$ cat src/rtl/audio_pkg.sv
// -----------------------------------------------------------------------------
// audio_pkg
// Shared definitions for the audio sample scheduler:
//   - state_e       : scheduler FSM states
//   - addr_t        : 17-bit audio ROM address
//   - SILENT_ADDR   : address presented while nothing is playing
//   - BGM_START/END : inclusive address ranges of the four background tracks
//   - SFX_START/END : inclusive address ranges of the three sound effects
// -----------------------------------------------------------------------------
package audio_pkg;

  typedef enum logic [1:0] {
    WAIT_INIT = 2'd0,
    IDLE      = 2'd1,
    BGM       = 2'd2,
    SFX       = 2'd3
  } state_e;

  localparam int ADDR_W  = 17;
  localparam int BGM_NUM = 4;
  localparam int SFX_NUM = 3;

  typedef logic [ADDR_W-1:0] addr_t;

  localparam addr_t      SILENT_ADDR  = 17'h1FFFF;
  localparam logic [2:0] TRACK_SILENT = 3'd7;

  // ROM layout: four music tracks followed by three short effects.
  // NOTE: these are constant lookup tables, not storage, so there is nothing to reset.
  localparam addr_t BGM_START [BGM_NUM] = '{17'd0,     17'd46095, 17'd80000, 17'd100000};
  localparam addr_t BGM_END   [BGM_NUM] = '{17'd46094, 17'd79999, 17'd99999, 17'd119999};
  localparam addr_t SFX_START [SFX_NUM] = '{17'd120000, 17'd120032, 17'd120080};
  localparam addr_t SFX_END   [SFX_NUM] = '{17'd120031, 17'd120079, 17'd120143};

endpackage

$ cat src/rtl/audio_scheduler_if.sv
// -----------------------------------------------------------------------------
// audio_scheduler_if
// Codec / request bus of the audio scheduler.
//   Inputs to the scheduler : INIT_FINISH, data_over, bgm_en, bgm_sel, sfx_req
//   Outputs of the scheduler: INIT, Add, sfx_ack, sfx_busy, track_id
// modport slave  : the scheduler itself
// modport master : whoever drives requests and the codec handshake
// -----------------------------------------------------------------------------
interface audio_scheduler_if #(
  parameter int SFX_N = 3
);
  logic             INIT_FINISH;
  logic             data_over;
  logic             bgm_en;
  logic [1:0]       bgm_sel;
  logic [SFX_N-1:0] sfx_req;

  logic             INIT;
  logic [16:0]      Add;
  logic [SFX_N-1:0] sfx_ack;
  logic             sfx_busy;
  logic [2:0]       track_id;

  modport slave (
    input  INIT_FINISH, data_over, bgm_en, bgm_sel, sfx_req,
    output INIT, Add, sfx_ack, sfx_busy, track_id
  );

  modport master (
    output INIT_FINISH, data_over, bgm_en, bgm_sel, sfx_req,
    input  INIT, Add, sfx_ack, sfx_busy, track_id
  );
endinterface

$ cat src/rtl/audio_rate_div.sv
// -----------------------------------------------------------------------------
// audio_rate_div
// Sample-rate divider: counts 0..DIV-1 while run=1 and pulses tick on the
// last count. While run=0 the counter is held at 0, so playback always
// starts a full sample period after it is enabled.
//   Clk   : system clock
//   Reset : asynchronous active-low reset
//   run   : counter enable (scheduler is playing)
//   tick  : one-cycle sample strobe
// -----------------------------------------------------------------------------
module audio_rate_div #(
  parameter int DIV = 126
) (
  input  logic Clk,
  input  logic Reset,
  input  logic run,
  output logic tick
);

  localparam int             CNT_W = (DIV > 1) ? $clog2(DIV) : 1;
  localparam logic [CNT_W-1:0] LAST = CNT_W'(DIV - 1);

  logic [CNT_W-1:0] cnt_q, cnt_d;

  always_comb begin
    cnt_d = cnt_q + CNT_W'(1);
    if (!run || cnt_q == LAST) begin
      cnt_d = '0;
    end
  end

  always_ff @(posedge Clk or negedge Reset) begin
    if (!Reset) begin
      cnt_q <= '0;
    end else begin
      cnt_q <= cnt_d;
    end
  end

  assign tick = run && (cnt_q == LAST);

endmodule

$ cat src/rtl/audio_scheduler.sv
// -----------------------------------------------------------------------------
// audio_scheduler
// Chooses which audio ROM region feeds the codec: background music (BGM),
// a one-shot sound effect (SFX) or silence, and steps the sample address
// once per sample tick when the codec is ready.
//   Clk   : system clock, all state on the rising edge
//   Reset : asynchronous active-low reset
//   bus   : audio_scheduler_if.slave (codec handshake, requests, Add/track_id)
// An SFX interrupts BGM; the BGM position is saved and resumed when the SFX
// ends. A lower-index SFX preempts a playing one without touching the save.
// -----------------------------------------------------------------------------
module audio_scheduler
  import audio_pkg::*;
#(
  parameter int DIV   = 126,
  parameter int SFX_N = 3
) (
  input  logic             Clk,
  input  logic             Reset,
  audio_scheduler_if.slave bus
);

  state_e           state_q, state_d;
  addr_t            add_q, add_d;
  addr_t            save_add_q, save_add_d;
  logic [2:0]       track_q, track_d;
  logic [1:0]       sfx_q, sfx_d;
  logic [1:0]       save_trk_q, save_trk_d;
  logic             save_vld_q, save_vld_d;
  logic [SFX_N-1:0] ack_q, ack_d;
  logic             init_q;

  logic             tick;
  logic             run;
  logic             req_vld;
  logic [1:0]       req_idx;
  logic             take_req;
  logic             sfx_done;
  logic [1:0]       bgm_cur;

  assign run     = (state_q == BGM) || (state_q == SFX);
  assign bgm_cur = track_q[1:0];

  audio_rate_div #(.DIV(DIV)) u_rate_div (
    .Clk   (Clk),
    .Reset (Reset),
    .run   (run),
    .tick  (tick)
  );

  // NOTE: every signal written here gets a default first, so no latch is inferred.
  always_comb begin
    state_d    = state_q;
    add_d      = add_q;
    track_d    = track_q;
    sfx_d      = sfx_q;
    save_add_d = save_add_q;
    save_trk_d = save_trk_q;
    save_vld_d = save_vld_q;
    ack_d      = '0;
    take_req   = 1'b0;

    // Priority encoder: scanning downwards leaves the lowest set index.
    req_vld = 1'b0;
    req_idx = '0;
    for (int i = SFX_N - 1; i >= 0; i--) begin
      if (bus.sfx_req[i]) begin
        req_vld = 1'b1;
        req_idx = 2'(i);
      end
    end

    sfx_done = (state_q == SFX) && tick && bus.data_over && (add_q == SFX_END[sfx_q]);

    case (state_q)
      WAIT_INIT: begin
        if (bus.INIT_FINISH) begin
          state_d = IDLE;
          add_d   = SILENT_ADDR;
          track_d = TRACK_SILENT;
        end
      end

      IDLE: begin
        take_req = req_vld;
        if (bus.bgm_en) begin
          state_d = BGM;
          add_d   = BGM_START[bus.bgm_sel];
          track_d = {1'b0, bus.bgm_sel};
        end
      end

      BGM: begin
        take_req = req_vld;
        if (tick) begin
          if (!bus.bgm_en) begin
            state_d = IDLE;
            add_d   = SILENT_ADDR;
            track_d = TRACK_SILENT;
          end else if (bus.bgm_sel != bgm_cur) begin
            add_d   = BGM_START[bus.bgm_sel];
            track_d = {1'b0, bus.bgm_sel};
          end else if (bus.data_over) begin
            add_d = (add_q == BGM_END[bgm_cur]) ? BGM_START[bgm_cur] : add_q + addr_t'(1);
          end
        end
      end

      SFX: begin
        // Only a strictly higher-priority request may preempt; on the final
        // sample the effect is finishing anyway, so any request is taken.
        take_req = req_vld && (sfx_done || (req_idx < sfx_q));
        if (sfx_done) begin
          save_vld_d = 1'b0;
          if (bus.bgm_en) begin
            state_d = BGM;
            add_d   = save_vld_q ? save_add_q : BGM_START[bus.bgm_sel];
            track_d = {1'b0, save_vld_q ? save_trk_q : bus.bgm_sel};
          end else begin
            state_d = IDLE;
            add_d   = SILENT_ADDR;
            track_d = TRACK_SILENT;
          end
        end else if (tick && bus.data_over) begin
          add_d = add_q + addr_t'(1);
        end
      end

      default: state_d = WAIT_INIT;
    endcase

    // An accepted request overrides whatever the state logic chose above.
    if (take_req) begin
      state_d = SFX;
      add_d   = SFX_START[req_idx];
      track_d = {1'b1, req_idx};
      sfx_d   = req_idx;
      ack_d   = SFX_N'(1) << req_idx;
      if (state_q == BGM) begin
        save_add_d = add_q;
        save_trk_d = bgm_cur;
        save_vld_d = 1'b1;
      end else if (state_q == IDLE) begin
        save_vld_d = 1'b0;
      end
    end
  end

  // NOTE: non-blocking assignments so every register samples pre-edge values.
  always_ff @(posedge Clk or negedge Reset) begin
    if (!Reset) begin
      state_q    <= WAIT_INIT;
      add_q      <= '0;
      track_q    <= TRACK_SILENT;
      sfx_q      <= '0;
      save_add_q <= '0;
      save_trk_q <= '0;
      save_vld_q <= 1'b0;
      ack_q      <= '0;
      init_q     <= 1'b0;
    end else begin
      state_q    <= state_d;
      add_q      <= add_d;
      track_q    <= track_d;
      sfx_q      <= sfx_d;
      save_add_q <= save_add_d;
      save_trk_q <= save_trk_d;
      save_vld_q <= save_vld_d;
      ack_q      <= ack_d;
      init_q     <= 1'b1;
    end
  end

  assign bus.INIT     = init_q;
  assign bus.Add      = add_q;
  assign bus.sfx_ack  = ack_q;
  assign bus.sfx_busy = (state_q == SFX);
  assign bus.track_id = track_q;

endmodule

$ cat src/flat_wrapper.sv
// flat-port wrapper written by rule: the top's interface ports become plain ports
module audio_scheduler_flat import audio_pkg::*;
#(
  parameter int DIV   = 126,
  parameter int SFX_N = 3
)
  (Clk, Reset, bus_INIT_FINISH, bus_data_over, bus_bgm_en, bus_bgm_sel, bus_sfx_req, bus_INIT, bus_Add, bus_sfx_ack, bus_sfx_busy, bus_track_id);
  audio_scheduler_if #(.SFX_N(SFX_N)) bus_i ();
  input  logic Clk;
  input  logic Reset;
  input wire logic [$bits(bus_i.INIT_FINISH)-1:0] bus_INIT_FINISH;
  input wire logic [$bits(bus_i.data_over)-1:0] bus_data_over;
  input wire logic [$bits(bus_i.bgm_en)-1:0] bus_bgm_en;
  input wire logic [$bits(bus_i.bgm_sel)-1:0] bus_bgm_sel;
  input wire logic [$bits(bus_i.sfx_req)-1:0] bus_sfx_req;
  output wire logic [$bits(bus_i.INIT)-1:0] bus_INIT;
  output wire logic [$bits(bus_i.Add)-1:0] bus_Add;
  output wire logic [$bits(bus_i.sfx_ack)-1:0] bus_sfx_ack;
  output wire logic [$bits(bus_i.sfx_busy)-1:0] bus_sfx_busy;
  output wire logic [$bits(bus_i.track_id)-1:0] bus_track_id;
  assign bus_i.INIT_FINISH = bus_INIT_FINISH;
  assign bus_i.data_over = bus_data_over;
  assign bus_i.bgm_en = bus_bgm_en;
  assign bus_i.bgm_sel = bus_bgm_sel;
  assign bus_i.sfx_req = bus_sfx_req;
  assign bus_INIT = bus_i.INIT;
  assign bus_Add = bus_i.Add;
  assign bus_sfx_ack = bus_i.sfx_ack;
  assign bus_sfx_busy = bus_i.sfx_busy;
  assign bus_track_id = bus_i.track_id;
  audio_scheduler #(.DIV(DIV), .SFX_N(SFX_N)) u_core (.Clk(Clk), .Reset(Reset), .bus(bus_i));
endmodule
$ cat config.mk
export PLATFORM = sky130hd
export DESIGN_NAME = audio_scheduler_flat
export DESIGN_NICKNAME = d
export VERILOG_FILES = /design/src/rtl/audio_pkg.sv /design/src/rtl/audio_scheduler_if.sv /design/src/rtl/audio_rate_div.sv /design/src/rtl/audio_scheduler.sv /design/src/flat_wrapper.sv
export SDC_FILE = /design/constraint.sdc
export NUM_CORES = 1
export LEC_CHECK = 0
export CAP_MARGIN = 20
export CORE_MARGIN = 5
export CORE_UTILIZATION = 40
export DETAILED_ROUTE_END_ITERATION = 10
export PLACE_DENSITY = 0.68
export SYNTH_ARGS = -nofsm -noshare
export SYNTH_HDL_FRONTEND = slang
export SYNTH_SLANG_ARGS = --single-unit
$ cat constraint.sdc
create_clock -name Clk -period 4.25 [get_ports Clk]
set_input_delay 0.85 -clock Clk [delete_from_list [all_inputs] [get_ports Clk]]
set_output_delay 0.85 -clock Clk [all_outputs]
set_load 0.05 [all_outputs]
### After elaboration in Yosys (flattened, before gate mapping)

Cells that the tools add are included.

* flip-flop bits (word level): 55
* latch bits: 0
* bits in writable memories: 0
* memory bits (read-only): 0
* bits of input ports: 10
* output and inout port bits: 25
* memories kept: 0

* add/sub/neg operators: 2
* $mul: 0
* divide/modulo/power cells: 0
* magnitude comparators: 5
* eq/ne operators: 15
* shift-type cells: 1
* mux-type cells: 60
* bitwise logic cells: 4
* reductions and logical operators: 16

Operator list (number)
* 17-bit 2-to-1 mux: 22
* 17-bit binary-select mux with 2-bit select: 5
* 17-bit case mux with 4 select lines: 1
* 17-bit equality test: 2
* 3-bit 2-to-1 mux: 9
* 2-bit 2-to-1 mux: 11
* 17-bit by 1-bit adder with 17-bit output (second input constant): 1
* 5-bit AND reduction: 3
* 3-bit >= comparator (second input constant): 4
* 2-bit inverter with 3-bit output: 4
* 3-bit case mux with 4 select lines: 1
* 3-bit by 2-bit != test with 1-bit output (second input constant): 3
* 1-bit 2-to-1 mux: 8
* 2-bit case mux with 4 select lines: 1
* 7-bit by 1-bit adder with 7-bit output (second input constant): 1
* 7-bit equality test (second input constant): 1
* 7-bit 2-to-1 mux: 1
* 1-bit logical AND: 6
* 3-bit by 1-bit != test with 1-bit output (second input constant): 2
* 5-bit by 4-bit != test with 1-bit output (second input constant): 1
* 2-bit equality test (second input constant): 2
* 4-bit by 1-bit != test with 1-bit output (second input constant): 1
* 4-bit by 3-bit != test with 1-bit output (second input constant): 1
* 1-bit logical OR: 3
* other kinds (9): 9

### Longest topological paths before layout

* word-level depth: 12
* mapped depth: 12
* mapped depth without buffers: 10

### Modules after synthesis

A second synthesis with hierarchy kept.

* cells, all modules: 474
* area total of the unflattened synthesis: 4124.0 um^2

By module, submodules not included
* audio_scheduler: instances 1, cells an instance 440, area each 3788.6 um^2, sequential area each 1204.9 um^2
* audio_rate_div: instances 1, cells an instance 34, area each 335.3 um^2, sequential area each 175.2 um^2

### Least setup slack after synthesis

Ideal clock, no wire load.

* kind: register -> register
* from: register u_core.track_q[0], in the netlist u_core.bus.track_id[0]
* to: register u_core.add_q[16], in the netlist u_core.bus.Add[16]
* data arrival time: 2.811 ns
* slack: 1.310 ns
* stages on the path, launching flop included: 11
* path buffers: 1
* clock period less this slack: 2.940 ns
* cell sequence: dfstp_2 -> inv_1 -> ha_1 -> or3b_2 -> a222oi_1 -> o2111a_2 -> nand2b_1 -> buf_6 -> nor2_1 -> a2111oi_2 -> nor2_1

* longest elaborated chain between the ends: 12
* elaborated cells on any way between the ends: 18
* those cells by class: eq/ne: 3; mux: 13; bitwise: 1; reduce/logical: 1

Ends and longest elaborated chain
* start, declared: line audio_scheduler.sv:26 `logic [2:0] track_q, track_d;`
* start signal, assigned: line audio_scheduler.sv:164 `track_q <= track_d;`
* 2-bit inverter with 3-bit output (not written as such): line audio_scheduler.sv:104 `add_d = (add_q == BGM_END[bgm_cur]) ? BGM_START[bgm_cur] : add_q + addr_t'(1);`
* 17-bit binary-select mux with 2-bit select: line audio_scheduler.sv:104
* 17-bit 2-to-1 mux (not written as such) (2 in a row): line audio_scheduler.sv:104
* 17-bit equality test: line audio_scheduler.sv:104
* 17-bit 2-to-1 mux: line audio_scheduler.sv:104
* 17-bit 2-to-1 mux: line audio_scheduler.sv:103 `end else if (bus.data_over) begin`
* 17-bit 2-to-1 mux: line audio_scheduler.sv:100 `end else if (bus.bgm_sel != bgm_cur) begin`
* 17-bit 2-to-1 mux: line audio_scheduler.sv:96 `if (!bus.bgm_en) begin`
* 17-bit 2-to-1 mux: line audio_scheduler.sv:95 `if (tick) begin`
* 17-bit case mux with 4 select lines: line audio_scheduler.sv:75 `case (state_q)`
* 17-bit 2-to-1 mux: line audio_scheduler.sv:133 `if (take_req) begin`
* end signal, assigned: line audio_scheduler.sv:153 `add_q <= '0;`
* end signal, assigned: line audio_scheduler.sv:163 `add_q <= add_d;`
* end, declared: line audio_scheduler.sv:24 `addr_t add_q, add_d;`

Parallel ways exist; a longest one is shown, timed or not. The select of a mux whose other input is x is not followed.
A chain may end at the register's enable or synchronous reset.

### Worst setup path after layout

* from: register u_core.track_q[0], in the netlist u_core.bus.track_id[0]
* to: register u_core.add_q[12], in the netlist u_core.bus.Add[12]

The elaborated chain is that of the path after synthesis.

==> results.env <==
OUTCOME='finished clean'
DRIVE_GT1_FRAC=0.100
POST-PLACE-CELLS=581
FIN_CRIT_SHARE=0.823
CTS-ROOT-TO-SINK-BUFFERS=2
POST_DRT_WL_PER_CELL_UM=19.4
FINAL_SETUP_VIOLATION_COUNT=0
FINALWEIGHTEDCONGESTION=0.952
CP.BUFFERS_INVERTERS=1
FLOORPLAN.DIE_AREA_UM2=11700
SYNTHDOMINANTCELLAREASHARE=0.337
DP_HPWL_MM=8.34
TRITONCTS='yes'
CLOCK_POWER_SHARE=0.088
CP_DATA_ARRIVAL_TIME_PS=3660
FINAL_LAYOUT_NET_COUNT=488
INSERTEDDIODECOUNT=0
TRITONCTS_NUM_SINKS=55
WORST-SLEW-PIN-TRANSITION_PS=929
CTS-RESIZED-GATES=0
POWER.DENSITY_nW_PER_UM2=767
MAX_FREQ_MHz=286
SYNTH_LARGEST_AREA_CELL='sky130_fd_sc_hd__dfrtp_1'
CLK_TRANSITION_REPORTED_PATHS_PS=100
ANT_NETS=0
YOSYSUNIQUECELLTYPES=69
MAXCAPVIOLCOUNT=0
SYN2LAYOUT_AREA_GROWTH_PCT=12.9
SYNTH.MOST_COMMON_CELL='sky130_fd_sc_hd__dfrtp_1'
CTSHOLDBUFFERS=0
SYNTHESIS.AREA_UM2=3870
SYNTH.FF_LATCH_COUNT=55
POST_LAYOUT_NONFILLER_INSTANCES=589
VIAS_IN_THE_FIRST_GLOBAL_ROUTE=3543
ROW_COUNT=35
POST_SYNTH_TOP_CELLS='sky130_fd_sc_hd__dfrtp_1 (52), sky130_fd_sc_hd__nand2_1 (42), sky130_fd_sc_hd__nor2_1 (35)'
NET-SWITCHING-POWER_W=0.00174
FLOORPLAN.INITIALDENSITY=0.414
SYNTH.TOP_CELLS.BY_AREA='sky130_fd_sc_hd__dfrtp_1 (34%), sky130_fd_sc_hd__ha_1 (6.1%), sky130_fd_sc_hd__nand2_1 (4.1%)'
FINALHOLDVIOLATIONS=0
DETAILEDROUTE.FIRSTPASSITERATIONCOUNT=6
FINCLKSKEW_PS=10.6
PORT-BUFFER-COUNT=34
DETAIL_ROUTE.ITER0.VIOLATIONS=399
ASYNC_FLOP_SHARE=1.00
POST_SYNTH.CELL_AREA_AVG_UM2=8.81
SEQPWRFRAC=0.318
CLK-INSERTION-DELAY-LATE_PS=320
LARGEST_NET_DEGREE_AT_THE_START_OF_GLOBAL_ROUTING=37
GRT.OVERFLOW.TOTAL=0
REQUIRED_PS=4410
CRITICAL_PATH_S_SLOWEST_CELL='sky130_fd_sc_hd__dfstp_2'
SYNTHFLOPTYPE='sky130_fd_sc_hd__dfrtp_1'
POST_SYNTH_EDFFS=0
SYNTHESIS.INSTANCES=439
GRT_PASS1_WL_MM=18.4
CRIT_CHAIN='inv_1 > ha_1 > or3b_2 > a222oi_1 > o2111a_2 > nand2b_1 > nor2_1 > a211oi_1 > a22oi_1'
STATIC-LEAKAGE-POWER_nW=1.84
CRITICAL-PATH-MAX-STAGE-DELAY_PS=630
SYNTH-SEQ-AREA-SHARE=0.357
CTSHTREEMAXLEVEL=2
CP_TOP_FAMILY='compound AO/OA/AOI/OAI gates'
LAYOUT.FILLER_CELLS=920
SYNTH_FP_NETS=468
MAX-SLEW-MARGIN-REL=0.380
FINAL.MIN_CLOCK_PERIOD_PS=3500
FP.DIEW_UM=108
GRT_USAGE=0.200
YS.WARNINGS.COUNT=0
ROUTE.DETAILED.VIAS_PER_INST=6.08
TOP_LEVEL_PORTS=35
POWER_FRAC_COMB=0.593
GRT_ANTENNA_BEFORE_REPAIR=0
PEAKVDDDROP_uV=390
CTS_ROOT_BUFFER='sky130_fd_sc_hd__clkbuf_8'
REMAINING_DRC_ERRORS=0
PINT_W=0.00161
NUMCTSBUFFERS=5
GRT_SETUP_UNREPAIRED='false'
MULTI_INPUT_COMB_AREA_UM2=2250
DRT-TOTAL-WL_MM=11.4
FIN_MAX_SLEW_VIOS=0
CP_MAX_FO=11
LAYOUT.AREA.SEQ_UM2=1380
SETUP_TNS_PS=0
CORE_UM2=9330
CHIPHEIGHT_UM=108
CRITPATHLAUNCHTYPE='flip-flop'
POST-CTS-SETUP-BUFFER-COUNT=0
SW_FRAC_OF_TOTAL=0.520
WORSTSETUPENDPOINTTYPE='flip-flop'
WORST_HOLD_PATH_TYPE='in -> async'
SETUP.WORST_PATH.CLASS='reg -> reg'
NUM_VIAS=3582
-- cells by family after synthesis --
family	synth area share
AO/OA/AOI/OAI	0.206
XOR/XNOR	0.0612
adder cells (fa/ha/maj)	0.0615
buffers and inverters	0.0631
flip-flops	0.357
multiplexers	0.0586
other	0.000970
AND/OR/NAND/NOR	0.192
-- layout make-up --
| class | count | area share |
|---|---|---|
| Timing Repair Buffer | 42 | 0.0905 |
| Tap cell | 129 | 0.0370 |
| Sequential cell | 55 | 0.316 |
| Clock buffer | 6 | 0.0166 |
| Inverter | 26 | 0.0223 |
| Clock inverter | 2 | 0.00287 |
| Multi-Input combinational cell | 329 | 0.515 |
-- path summary, 6_finish.rpt --
check	startpoint	endpoint	slack, ps	cells after the start
setup reg to reg	u_core.bus.track_id[0]	u_core.bus.Add[12]	750	9
min in group Clk	u_core.save_trk_q[1]	u_core.save_trk_q[1]	500	2
setup / recovery	u_core.bus.track_id[0]	u_core.bus.Add[12]	750	9
hold / removal	Reset	u_core.bus.Add[1]	460	1
max in group asynchronous	Reset	u_core.bus.track_id[1]	2920	2
hold reg to reg	u_core.save_trk_q[1]	u_core.save_trk_q[1]	500	2
-- registers in the layout (all words and copies together), names as in the netlist --
name / count
u_core.bus.sfx_ack: 3
u_core.u_rate_div.cnt_q: 7
u_core.save_add_q: 17
u_core.bus.INIT: 1
u_core.state_q: 2
u_core.sfx_q: 2
u_core.save_vld_q: 1
u_core.save_trk_q: 2
u_core.bus.track_id: 3
u_core.bus.Add: 17
-- per-layer routing --
metal,track usage,vias up,wire [µm],part of all wire
met5,0,-,0,0
met4,0.0875,0,381,0.033
met3,0.0376,38,942,0.082
met2,0.323,203,5350,0.47
met1,0.262,1728,4750,0.42
li1,-,1613,-,-
-- placed cells by master, fill, tap and decap left out, types with 9 or more instances in the layout --
cell,n
sky130_fd_sc_hd__nand3_1,14
sky130_fd_sc_hd__clkdlybuf4s50_1,33
sky130_fd_sc_hd__dfrtp_1,52
sky130_fd_sc_hd__inv_1,26
sky130_fd_sc_hd__xor2_1,10
sky130_fd_sc_hd__nand2_1,42
sky130_fd_sc_hd__ha_1,19
sky130_fd_sc_hd__nor3_1,12
sky130_fd_sc_hd__xnor2_1,17
sky130_fd_sc_hd__mux2_2,9
sky130_fd_sc_hd__nor2_1,35
sky130_fd_sc_hd__a21oi_1,28
sky130_fd_sc_hd__o21ai_0,20
sky130_fd_sc_hd__mux2i_1,11
-- through the flow --
step	instance area, µm²	hold slack [ps]	worst slack, ps	utilization	total power (W)
after floorplan	3870	449	1310	-	0.00243
after global placement	4280	470	789	0.459	0.00298
after detailed placement	4280	479	671	0.459	0.00302
after CTS	4370	479	874	0.468	0.00333
after global routing	4370	495	603	0.468	0.00356
final	4370	457	753	0.468	0.00335
-- power by group through the flow --
stage,logic [W],registers [W],clock network [W]
after floorplan,0.00126,0.00117,0
after global placement,0.00192,0.00106,0
after detailed placement,0.00196,0.00106,0
after CTS,0.00197,0.00105,0.000303
after global routing,0.00214,0.00110,0.000332
final,0.00199,0.00107,0.000296
Power figures use the tool's default switching activity.
